--- src/rtl/hdmi_frame_timing_detector.sv ---
// Pixel-domain HDMI timing detector: pixel coordinates, per-frame active size
// measurement and lock after LOCK_FRAMES identical good frames.
module hdmi_frame_timing_detector #(
    parameter int unsigned X_W         = 12,
    parameter int unsigned Y_W         = 11,
    parameter int unsigned LOCK_FRAMES = 4
) (
    input  logic           clk,
    input  logic           rst,
    input  logic           de_in,
    input  logic           vsync_in,
    output logic           de_out,
    output logic [X_W-1:0] pix_x,
    output logic [Y_W-1:0] pix_y,
    output logic           frame_start,
    output logic           frame_end,
    output logic [X_W-1:0] active_width,
    output logic [Y_W-1:0] active_height,
    output logic           locked
);

    localparam int unsigned CNT_W = $clog2(LOCK_FRAMES + 1);
    localparam logic [X_W-1:0] XMax = '1;
    localparam logic [Y_W-1:0] YMax = '1;
    localparam logic [CNT_W-1:0] CntLock = CNT_W'(LOCK_FRAMES);

    typedef enum logic [1:0] {StSearch, StTrack, StLocked} state_e;

    state_e           state_q, state_d;
    logic             de_q, vs_q;
    logic [X_W-1:0]   cx_q, cx_d;
    logic [Y_W-1:0]   cy_q, cy_d;
    logic [X_W-1:0]   ref_w_q, ref_w_d;
    logic             first_q, first_d;
    logic             bad_q, bad_d;
    logic             skip_q, skip_d;
    logic             started_q, started_d;
    logic             pend_q, pend_d;
    logic             de_out_q;
    logic [X_W-1:0]   pix_x_q, pix_x_d;
    logic [Y_W-1:0]   pix_y_q, pix_y_d;
    logic             fs_q, fs_d;
    logic             fe_q, fe_d;
    logic [X_W-1:0]   aw_q, aw_d;
    logic [Y_W-1:0]   ah_q, ah_d;
    logic [CNT_W-1:0] cnt_q, cnt_d;

    logic           de_rise, de_fall, vs_rise, open_line, line_close, frame_good;
    logic [X_W-1:0] frame_w;
    logic [Y_W-1:0] frame_h;

    always_comb begin
        de_rise    = de_in & ~de_q;
        de_fall    = ~de_in & de_q;
        vs_rise    = vsync_in & ~vs_q;
        open_line  = vs_rise & de_in & de_q;
        line_close = de_fall & ~skip_q;

        cx_d      = cx_q;
        cy_d      = cy_q;
        ref_w_d   = ref_w_q;
        first_d   = first_q;
        bad_d     = bad_q;
        skip_d    = skip_q;
        started_d = started_q;
        pend_d    = 1'b0;
        pix_x_d   = pix_x_q;
        pix_y_d   = pix_y_q;
        fs_d      = pend_q;
        fe_d      = 1'b0;
        aw_d      = aw_q;
        ah_d      = ah_q;
        cnt_d     = cnt_q;
        state_d   = state_q;

        if (de_fall) begin
            skip_d = 1'b0;
        end

        if (line_close) begin
            if (cy_q == YMax) begin
                bad_d = 1'b1;
            end else begin
                cy_d = cy_q + Y_W'(1);
            end
            if (!first_q) begin
                ref_w_d = cx_q;
                first_d = 1'b1;
            end else if (cx_q != ref_w_q) begin
                bad_d = 1'b1;
            end
        end

        // Measurement includes a line closing on the same edge as VSYNC.
        frame_w    = ref_w_d;
        frame_h    = cy_d;
        frame_good = ~bad_d & first_d & ~open_line;

        if (vs_rise) begin
            fe_d      = 1'b1;
            cy_d      = '0;
            bad_d     = 1'b0;
            first_d   = 1'b0;
            started_d = 1'b0;
            skip_d    = open_line;
            if (!frame_good) begin
                state_d = StSearch;
                cnt_d   = '0;
            end else if (state_q == StSearch || frame_w != aw_q || frame_h != ah_q) begin
                aw_d    = frame_w;
                ah_d    = frame_h;
                cnt_d   = CNT_W'(1);
                state_d = (LOCK_FRAMES <= 1) ? StLocked : StTrack;
            end else begin
                if (cnt_q < CntLock) begin
                    cnt_d = cnt_q + CNT_W'(1);
                end
                if (cnt_d >= CntLock) begin
                    state_d = StLocked;
                end
            end
        end

        if (de_in) begin
            pix_y_d = vs_rise ? '0 : cy_q;
            pix_x_d = de_rise ? '0 : cx_q;
            if (pix_x_d == XMax) begin
                cx_d = XMax;
                if (!skip_d) begin
                    bad_d = 1'b1;
                end
            end else begin
                cx_d = pix_x_d + X_W'(1);
            end
        end

        // Defer the start flag one cycle when it would collide with frame_end.
        if (de_rise && !started_d) begin
            started_d = 1'b1;
            if (vs_rise || fe_q) begin
                pend_d = 1'b1;
            end else begin
                fs_d = 1'b1;
            end
        end
    end

    always_ff @(posedge clk or posedge rst) begin
        if (rst) begin
            state_q   <= StSearch;
            de_q      <= 1'b0;
            vs_q      <= 1'b0;
            cx_q      <= '0;
            cy_q      <= '0;
            ref_w_q   <= '0;
            first_q   <= 1'b0;
            bad_q     <= 1'b0;
            skip_q    <= 1'b0;
            started_q <= 1'b0;
            pend_q    <= 1'b0;
            de_out_q  <= 1'b0;
            pix_x_q   <= '0;
            pix_y_q   <= '0;
            fs_q      <= 1'b0;
            fe_q      <= 1'b0;
            aw_q      <= '0;
            ah_q      <= '0;
            cnt_q     <= '0;
        end else begin
            state_q   <= state_d;
            de_q      <= de_in;
            vs_q      <= vsync_in;
            cx_q      <= cx_d;
            cy_q      <= cy_d;
            ref_w_q   <= ref_w_d;
            first_q   <= first_d;
            bad_q     <= bad_d;
            skip_q    <= skip_d;
            started_q <= started_d;
            pend_q    <= pend_d;
            de_out_q  <= de_in;
            pix_x_q   <= pix_x_d;
            pix_y_q   <= pix_y_d;
            fs_q      <= fs_d;
            fe_q      <= fe_d;
            aw_q      <= aw_d;
            ah_q      <= ah_d;
            cnt_q     <= cnt_d;
        end
    end

    assign de_out        = de_out_q;
    assign pix_x         = pix_x_q;
    assign pix_y         = pix_y_q;
    assign frame_start   = fs_q;
    assign frame_end     = fe_q;
    assign active_width  = aw_q;
    assign active_height = ah_q;
    assign locked        = (state_q == StLocked);

endmodule

--- config.mk ---
export PLATFORM = sky130hd
export DESIGN_NAME = hdmi_frame_timing_detector
export DESIGN_NICKNAME = d
export VERILOG_FILES = /design/src/rtl/hdmi_frame_timing_detector.sv
export SDC_FILE = /design/constraint.sdc
export NUM_CORES = 1
export LEC_CHECK = 0
export CORE_ASPECT_RATIO = 0.8
export CORE_UTILIZATION = 40
export CTS_CLUSTER_DIAMETER = 120
export DETAILED_ROUTE_END_ITERATION = 8
export PLACE_DENSITY_LB_ADDON = 0.1
export SLEW_MARGIN = 20
export SYNTH_ARGS = -nofsm -noshare
export SYNTH_HDL_FRONTEND = slang
export SYNTH_SLANG_ARGS = --single-unit
--- constraint.sdc ---
create_clock -name clk -period 4.7 [get_ports clk]
set_input_delay 1.41 -clock clk [delete_from_list [all_inputs] [get_ports clk]]
set_output_delay 1.41 -clock clk [all_outputs]
set_load 0.01 [all_outputs]
* Word-level counts from Yosys, hierarchy flattened
Cells that the tools add are included.
** Word-level totals
- Register bits :: 95
- Latch bits :: 0
- Bits in writable memories :: 0
- Memory bits (read-only) :: 0
- Bits of input ports :: 4
- Output and inout bits :: 50
- Logic and storage cells :: 88
- Memories kept :: 0
** Cells by class
- Add/sub/neg operators :: 3
- Multipliers :: 0
- Divide/modulo/power cells :: 0
- Order comparisons :: 2
- Equal/unequal tests :: 7
- Shift-type cells :: 0
- Mux-type cells :: 36
- Bitwise logic cells :: 14
- Reduce and logical (&&, ||, !) cells :: 8
** Operator list (number)
- $mux W12 :: 4
- $mux W11 :: 4
- $ne A12 B12 Y1 :: 2
- $mux W1 :: 19
- $mux W3 :: 6
- $add A12 B1 Y12 const B :: 1
- $eq A12 B12 Y1 const B :: 1
- $add A11 B1 Y11 const B :: 1
- $eq A11 B11 Y1 const B :: 1
- $ne A11 B11 Y1 :: 1
- $and A1 B1 Y1 :: 8
- $mux W2 :: 3
- $not A1 Y1 :: 6
- $add A3 B1 Y3 const B :: 1
- $ge A3 B3 Y1 const B :: 1
- $logic_or A1 B1 Y1 :: 3
- $lt A3 B3 Y1 const B :: 1
- $ne A3 B1 Y1 const B :: 1
- $reduce_and A3 Y1 :: 1
- $eq A2 B2 Y1 const B :: 1
- $logic_not A2 Y1 :: 1
- $reduce_and A2 Y1 :: 1
- $logic_and A1 B1 Y1 :: 1
- $logic_not A1 Y1 :: 1

* Depth between registers and ports, before layout
Gate-level depths: netlist (run 1).
- Depth in word-level cells :: 14
- Mapped depth :: 12
- Depth with buffers taken out :: 10

* Worst setup path after synthesis (run 1)
OpenSTA, ideal clock, no wires.
- Path type :: in2reg
- From :: input de_in
- To :: register ah_q[2] (netlist: active_height[2])
- Setup time :: 0.125 ns
- Arrival time :: 4.127 ns
- Data required time :: 4.575 ns
- Slack :: 0.448 ns
- Stages on the path :: 11
- Buffers on the path :: 3
- Cells stage by stage :: buf_6 -> or4b_1 -> buf_4 -> mux2_4 -> a222oi_1 -> o2111ai_1 -> or4_4 -> nor4_4 -> nor3_2 -> buf_6 -> mux2_4
** Between the ends
- Cells in the longest elaborated chain, start to end :: 8
- Elaborated cells on any way between the ends :: 18
- Classes of those cells :: eq/ne (2); mux (4); bitwise (9); reduce/logical (3)
** RTL lines
- start, declared :: RTL line 10 : input logic de_in,
- $not A1 Y1 :: RTL line 54 : de_fall = ~de_in & de_q;
- $and A1 B1 Y1 :: RTL line 54
- $and A1 B1 Y1 :: RTL line 57 : line_close = de_fall & ~skip_q;
- $mux W12 :: RTL line 80 : if (line_close) begin
- named net frame_w[2] :: RTL line 49 : logic [X_W-1:0] frame_w;
- $ne A12 B12 Y1 :: RTL line 109 : end else if (state_q == StSearch || frame_w != aw_q || frame_h != ah_q) begin
- $logic_or A1 B1 Y1 (2 in a row) :: RTL line 109
- $reduce_and A3 Y1 (no line)
- end signal, assigned :: RTL line 187 : ah_q <= ah_d;
- end, declared :: RTL line 45 : logic [Y_W-1:0] ah_q, ah_d;
The timed path passes the listed nets, and every way through them passes these cells.
A chain may end at the register's enable or synchronous reset.

* Final worst setup path (run 1)
- From :: input de_in
- To :: register ah_q[3] (netlist: active_height[3])
Same word-level chain as after synthesis.

==> flow_summary.yaml, run 1 <==
logic_synthesis:
  yosys.area_share.simple_pct: 18.8
  synthAdderAreaFrac_pct: 0.743
  synth_xor_area_share_pct: 4.51
  syn_area_per_cell_um2: 9.60
  synth_warnings: 0
  muxShareOfSynthArea_pct: 7.36
  synth_cell_types: 62
  synth_compound_area_share_pct: 15.6
  synth_edf_count: 0
  syn-num-nets: 533
  synth_top_family_by_area: "simple AND/OR/NAND/NOR gates"
  syn_inst: 526
  synth_area_um2: 5050
  ys_seq_area_share_pct: 47.1
  ys_seq_elements: 95
  ys.flop_type: "dfrtp_1"
  synth-async-reset-ratio_pct: 100
cells_and_area:
  final_area_um2: 6200
  antenna_cells: 0
  fill_cells: 1178
  seq_area_um2: 2380
  drive_gt1_share_pct: 13.2
  multi_input_comb_area_um2: 2380
  fin_nets: 592
  area_growth_pct: 22.8
global_route:
  antenna_found_initial: 0
  grt_first_pass_wirelength_um: 22100
  grt_max_degree: 56
  grt_pass1_vias: 3999
  track_usage_pct: 22.1
  gr-total-overflow: 0
floorplanning:
  start_util_pct: 41.2
  die_y_um: 102
  io_pins: 54
  die_area_um2: 13100
  rows: 36
  fp.dieW_um: 128
  core_area_um2: 12300
clock_network:
  cts-root-buf: "clkbuf_16"
  postCtsSetupBuffers: 0
  clock_path_buffers: 2
  post_cts_resized: 0
  cts_tree: "built"
  cts.sinks: 95
  cts_made_buffers: 9
  insertion_delay_ns: 0.34
  htreeDepth: 3
  cts.reportedPaths.clkPinSlew_ns: 0.07
  ctsHoldBuffers: 0
detailed_routing:
  ant_nets: 0
  drt_iter0_markers: 324
  viasPerCell: 5.38
  wl_met2_um: 5450
  drt-wirelength-per-cell_um: 17.8
  wl_um: 13500
  route.met3.wl_um: 748
  vias: 4091
  first_pass_iters: 4
  routed.top_layer: "met4"
  drc_errors: 0
  m1WireLength_um: 7230
setup_path:
  cp_max_fo: 17
  worstPathRequired_ns: 4.92
  cp-start-kind: "input port"
  arrival_ns: 4.47
  cp-end-kind: "flip-flop"
  path_class: "input port to flip-flop"
  worst_r2r_path_depth: 10
sta:
  final_max_slew_viol_count: 0
  setup_tns_ns: 0
  hold_viol: 0
  rsz0062_at_grt: "no"
  clock_skew_ns: 0.00882
  worst_slew_pin_slew_ns: 0.757
  period_share_pct: 90.4
  setup_viol: 0
  fmax_ghz: 0.235
  finalCriticalPeriod_ns: 4.25
  max_slew_margin_pct: 49.5
worst_hold_path:
  min_path_type: "flip-flop to flip-flop"
  whs_path_depth: 2
power_and_ir_drop:
  peakVddDrop_uv: 178
  power_leakage_nw: 2.64
  p_per_area_nw_per_um2: 362
placement:
  dpl_cell_area_um2: 5880
  dp_hpwl_um: 9790
  gp_congestion: 0.846
  io_buffers: 53
outcome:
  status: "finished, final reports clean"
flow_run:
  cap_violations: 0
-- final cells by class --
| type | count | share of cell area [%] |
|---|---|---|
| timing repair buffer | 84 | 12.6 |
| clock inverter | 5 | 1.03 |
| multi-input combinational | 360 | 38.4 |
| sequential | 95 | 38.3 |
| clock buffer | 11 | 4.08 |
| tap | 171 | 3.45 |
| inverter | 35 | 2.16 |
-- synth_stat cells, drive strengths merged (4+ instances only) --
cell type | n | share of area [%]
mux2i | 12 | 2.4
mux2 | 18 | 5.0
o31ai | 4 | 0.59
nand4 | 11 | 1.4
and3 | 8 | 0.99
o2bb2ai | 16 | 2.8
a21oi | 19 | 1.9
or2 | 5 | 0.62
nand3 | 16 | 1.6
buf | 11 | 1.4
nor4 | 6 | 1.0
nor3 | 6 | 0.69
a31oi | 5 | 0.62
xnor2 | 23 | 4.0
o2111ai | 7 | 1.2
a221oi | 5 | 0.87
nand2 | 77 | 5.7
o21ai | 25 | 2.5
clkbuf | 25 | 1.9
a22o | 5 | 0.87
nand2b | 9 | 1.1
inv | 34 | 2.5
nor2 | 30 | 2.4
dfrtp | 95 | 47
and2 | 7 | 0.87
o22ai | 5 | 0.62
-- layer usage --
layer	up-vias	GRT usage, %
met3	11	4.51
met4	0	4.34
met2	111	31.1
li1	1976	-
met5	-	0
met1	1993	34.8
-- cell families (layout without fill, tap and decap cells) --
logic type / count (synthesis) / in the layout
AO/OA/AOI/OAI: 112 / 112
XOR/XNOR: 26 / 26
adder cells (fa/ha/maj): 3 / 3
buffers and inverters: 71 / 135
flip-flops: 95 / 95
multiplexers: 30 / 30
AND/OR/NAND/NOR: 189 / 189
-- worst max-delay path, cell delays in order --
cell and delay, ns:
buf_2 0.14, or4b_1 0.58, buf_12 0.18, mux2_4 0.31, a222oi_1 0.31, o2111ai_1 0.16, or4_4 0.45, nor4_4 0.25
nor3_4 0.17, buf_8 0.19, mux2_4 0.30
-- report_power, final --
group	leakage (nW)	internal, mW	switching (mW)
sequential	1.29	0.887	0.0969
combinational	1.20	0.248	0.246
clock	0.152	0.445	0.322
-- layout by cell type, fill, tap and decap left out, drive strengths merged, types with 4 or more instances in the layout --
master,instances
clkbuf,11
a22o,5
nor3,6
dfrtp,95
o2111ai,7
or2,5
inv,35
mux2,18
o22ai,5
clkdlybuf4s50,52
o21ai,25
mux2i,12
a21oi,19
nor4,6
a221oi,5
nand2b,9
o2bb2ai,16
and2,7
nand3,16
xnor2,23
nand4,11
and3,8
o31ai,4
buf,32
nor2,30
nand2,77
a31oi,5
-- registers in the layout (all words and copies together) (netlist names), 2 cells and up --
register and count:
active_height 11, cnt_q 3, pix_y 11, cy_q 11, state_q 2, pix_x 12, active_width 12, ref_w_q 12
cx_q 12
-- worst paths after layout --
| kind | start | end | slack [ns] |
|---|---|---|---|
| worst max-delay path | de_in | active_height[3]$_DFFE_PP0P_ | 0.45 |
| worst min-delay path | pend_q$_DFF_PP0_ | frame_start$_DFF_PP0_ | 0.44 |
| worst max register to register | cy_q[0]$_DFF_PP0_ | active_width[6]$_DFFE_PP0P_ | 1.16 |
| worst min register to register | pend_q$_DFF_PP0_ | frame_start$_DFF_PP0_ | 0.44 |
| max in group asynchronous | rst | active_height[10]$_DFFE_PP0P_ | 2.42 |
| min in group asynchronous | rst | started_q$_DFF_PP0_ | 1.51 |
-- metrics by stage --
| step | utilization [%] | power [mW] | hold WS [ns] | cells | setup WS, ns |
|---|---|---|---|---|---|
| after floorplan | - | 1.29 | 0.407 | 526 | 0.448 |
| after detailed placement | 48.0 | 1.49 | 0.428 | 745 | 0.0650 |
| after global routing | 50.6 | 2.35 | 0.502 | 761 | 0.365 |
| after global placement | 47.9 | 1.49 | 0.414 | 744 | 0.116 |
| after CTS | 50.6 | 2.27 | 0.448 | 761 | 0.426 |
| final | 50.6 | 2.24 | 0.442 | 761 | 0.451 |
(Power assumes the default switching activity.)
==> run 2: changes to the inputs <==
clock period = 4 ns   (was 4.7 ns; I/O delays follow)
==> run 2 against run 1 <==
Cell count up 1.1%. First-iteration DRC count up 27%. Highest routed layer is now met5. Core utilization up 0.31 points. Combinational power up 19%.
==> flow_summary.yaml, run 2 (synthesized netlist as in run 1, its figures left out) <==
placement:
  dpl_cell_area_um2: 5950
  gp_congestion: 0.887
  dp_slack_ns: -0.140
  dp_hpwl_um: 9640
  io_buffers: 53
power_and_ir_drop:
  p_switching_mw: 0.811
  pwr-share-clk_pct: 32.9
  internal_power_mw: 1.78
  comb_power_share_pct: 22.7
  power_leakage_nw: 2.66
  peakVddDrop_uv: 268
  p_per_area_nw_per_um2: 416
  switching_share_pct: 31.3
  p_seq_share_pct: 44.5
  total_power_mw: 2.59
global_route:
  grt_first_pass_wirelength_um: 21900
  grtUsageMet1_pct: 33.6
  grt_pass1_vias: 3959
  grt_max_degree: 51
  grt-busiest-layer: "met1"
  grt_util_met2_pct: 30.2
  gr-total-overflow: 0
  use_met3_pct: 6.69
  track_usage_pct: 22.2
  antenna_found_initial: 1
clock_network:
  htreeDepth: 3
  cts-root-buf: "clkbuf_16"
  clock_path_buffers: 2
  cts.sinks: 95
  ctsHoldBuffers: 0
  insertion_delay_ns: 0.35
  post_cts_resized: 0
  cts_tree: "built"
  postCtsSetupBuffers: 0
  cts.reportedPaths.clkPinSlew_ns: 0.07
  cts_made_buffers: 9
setup_path:
  cp-end-kind: "flip-flop"
  worstPathRequired_ns: 4.24
  cp_max_fo: 22
  cp-start-kind: "input port"
  path_class: "input port to flip-flop"
  arrival_ns: 4.05
flow_run:
  cap_violations: 0
sta:
  clock_skew_ns: 0.0124
  worst_slew_pin_slew_ns: 0.748
  setup_viol: 0
  period_share_pct: 95.4
  hold_viol: 0
  finalCriticalPeriod_ns: 3.82
  setup_tns_ns: 0
  rsz0062_at_grt: "no"
  max_slew_margin_pct: 50.0
  final.setup.worst_slack_ns: 0.182
  fmax_ghz: 0.262
  final_max_slew_viol_count: 0
  hold_slack_ns: 0.460
floorplanning:
  rows: 36
  start_util_pct: 41.2
  die_area_um2: 13100
  io_pins: 54
  die_y_um: 102
  fp.dieW_um: 128
  core_area_um2: 12300
cells_and_area:
  fin_nets: 600
  fill_cells: 1161
  drive_gt1_share_pct: 14.4
  multi_input_comb_area_um2: 2380
  seq_area_um2: 2380
  mostFrequentLayoutCells: "dfrtp_1, nand2_1, clkdlybuf4s50_1, buf_4, inv_1"
  final_area_um2: 6240
  final_common_cell: "dfrtp_1"
  antenna_cells: 0
  area_growth_pct: 23.5
detailed_routing:
  drt-wirelength-per-cell_um: 17.6
  viasPerCell: 5.45
  wl_um: 13500
  drc_errors: 0
  first_pass_iters: 5
  ant_nets: 0
  vias: 4188
  drt_iter0_markers: 412
worst_hold_path:
  min_path_type: "flip-flop to flip-flop"
outcome:
  status: "finished, final reports clean"
[run 2: changes by cell type in the layout (fill, tap and decap cells not counted)]
cell | before | now
buf_12 | 1 | 2
buf_4 | 29 | 37
buf_8 | 1 | 0
bufinv_16 | 1 | 0
clkbuf_8 | 2 | 1
clkinv_2 | 0 | 1
clkinv_4 | 2 | 0
inv_6 | 1 | 3
inv_8 | 0 | 1
[run 2: final timing paths]
check                                 startpoint                     endpoint  slack [ns]  cells past startpoint
min in group asynchronous                    rst          started_q$_DFF_PP0_        1.27                      2
worst max-delay path                       de_in  active_width[1]$_DFFE_PP0P_        0.18                     11
worst min register to register  pend_q$_DFF_PP0_        frame_start$_DFF_PP0_        0.46                      2
max in group asynchronous                    rst          cx_q[2]$_DFFE_PP0P_        2.05                      3
worst max register to register  de_out$_DFF_PP0_  active_width[1]$_DFFE_PP0P_        0.59                     12
worst min-delay path            pend_q$_DFF_PP0_        frame_start$_DFF_PP0_        0.46                      2
[run 2: metal layers]
metal  wire length, um  vias to the layer above  part of all wire [%]
li1                  -                     1987                     -
met1              6960                     2057                    52
met2              5440                      129                    40
met3               933                       13                   6.9
met4               159                        2                   1.2
met5                13                        -                 0.096
[run 2: per-stage QoR]
step,utilization (%),cells
floorplan,-,526
global placement,48.6,753
detailed placement,48.6,753
CTS,50.9,769
global route,50.9,769
finish,50.9,769
[run 2: final cells by class]
type	instances	area share, %
inverter	35	2.15
tap	171	3.43
sequential	95	38.1
clock buffer	10	3.83
multi-input combinational	360	38.2
clock inverter	6	0.802
timing repair buffer	92	13.5
[run 2: critical path, stage by stage]
cell       delay, ns
buf_2           0.11
buf_4           0.13
or3b_1          0.52
nor4_1          0.48
o32a_1          0.21
o2111ai_1       0.11
or4_4           0.46
nor4_4          0.25
nor3_4          0.07
buf_12          0.18
mux2_4          0.31
[run 2: power groups by stage]
| stage | sequential, mW | clock (mW) | combinational [mW] |
|---|---|---|---|
| 2_1_floorplan | 1.15 | 0 | 0.372 |
| 3_3_place_gp | 1.17 | 0 | 0.582 |
| 3_5_place_dp | 1.17 | 0 | 0.588 |
| 4_1_cts | 1.15 | 0.875 | 0.592 |
| 5_1_grt | 1.17 | 0.917 | 0.641 |
| 6_report | 1.15 | 0.853 | 0.588 |
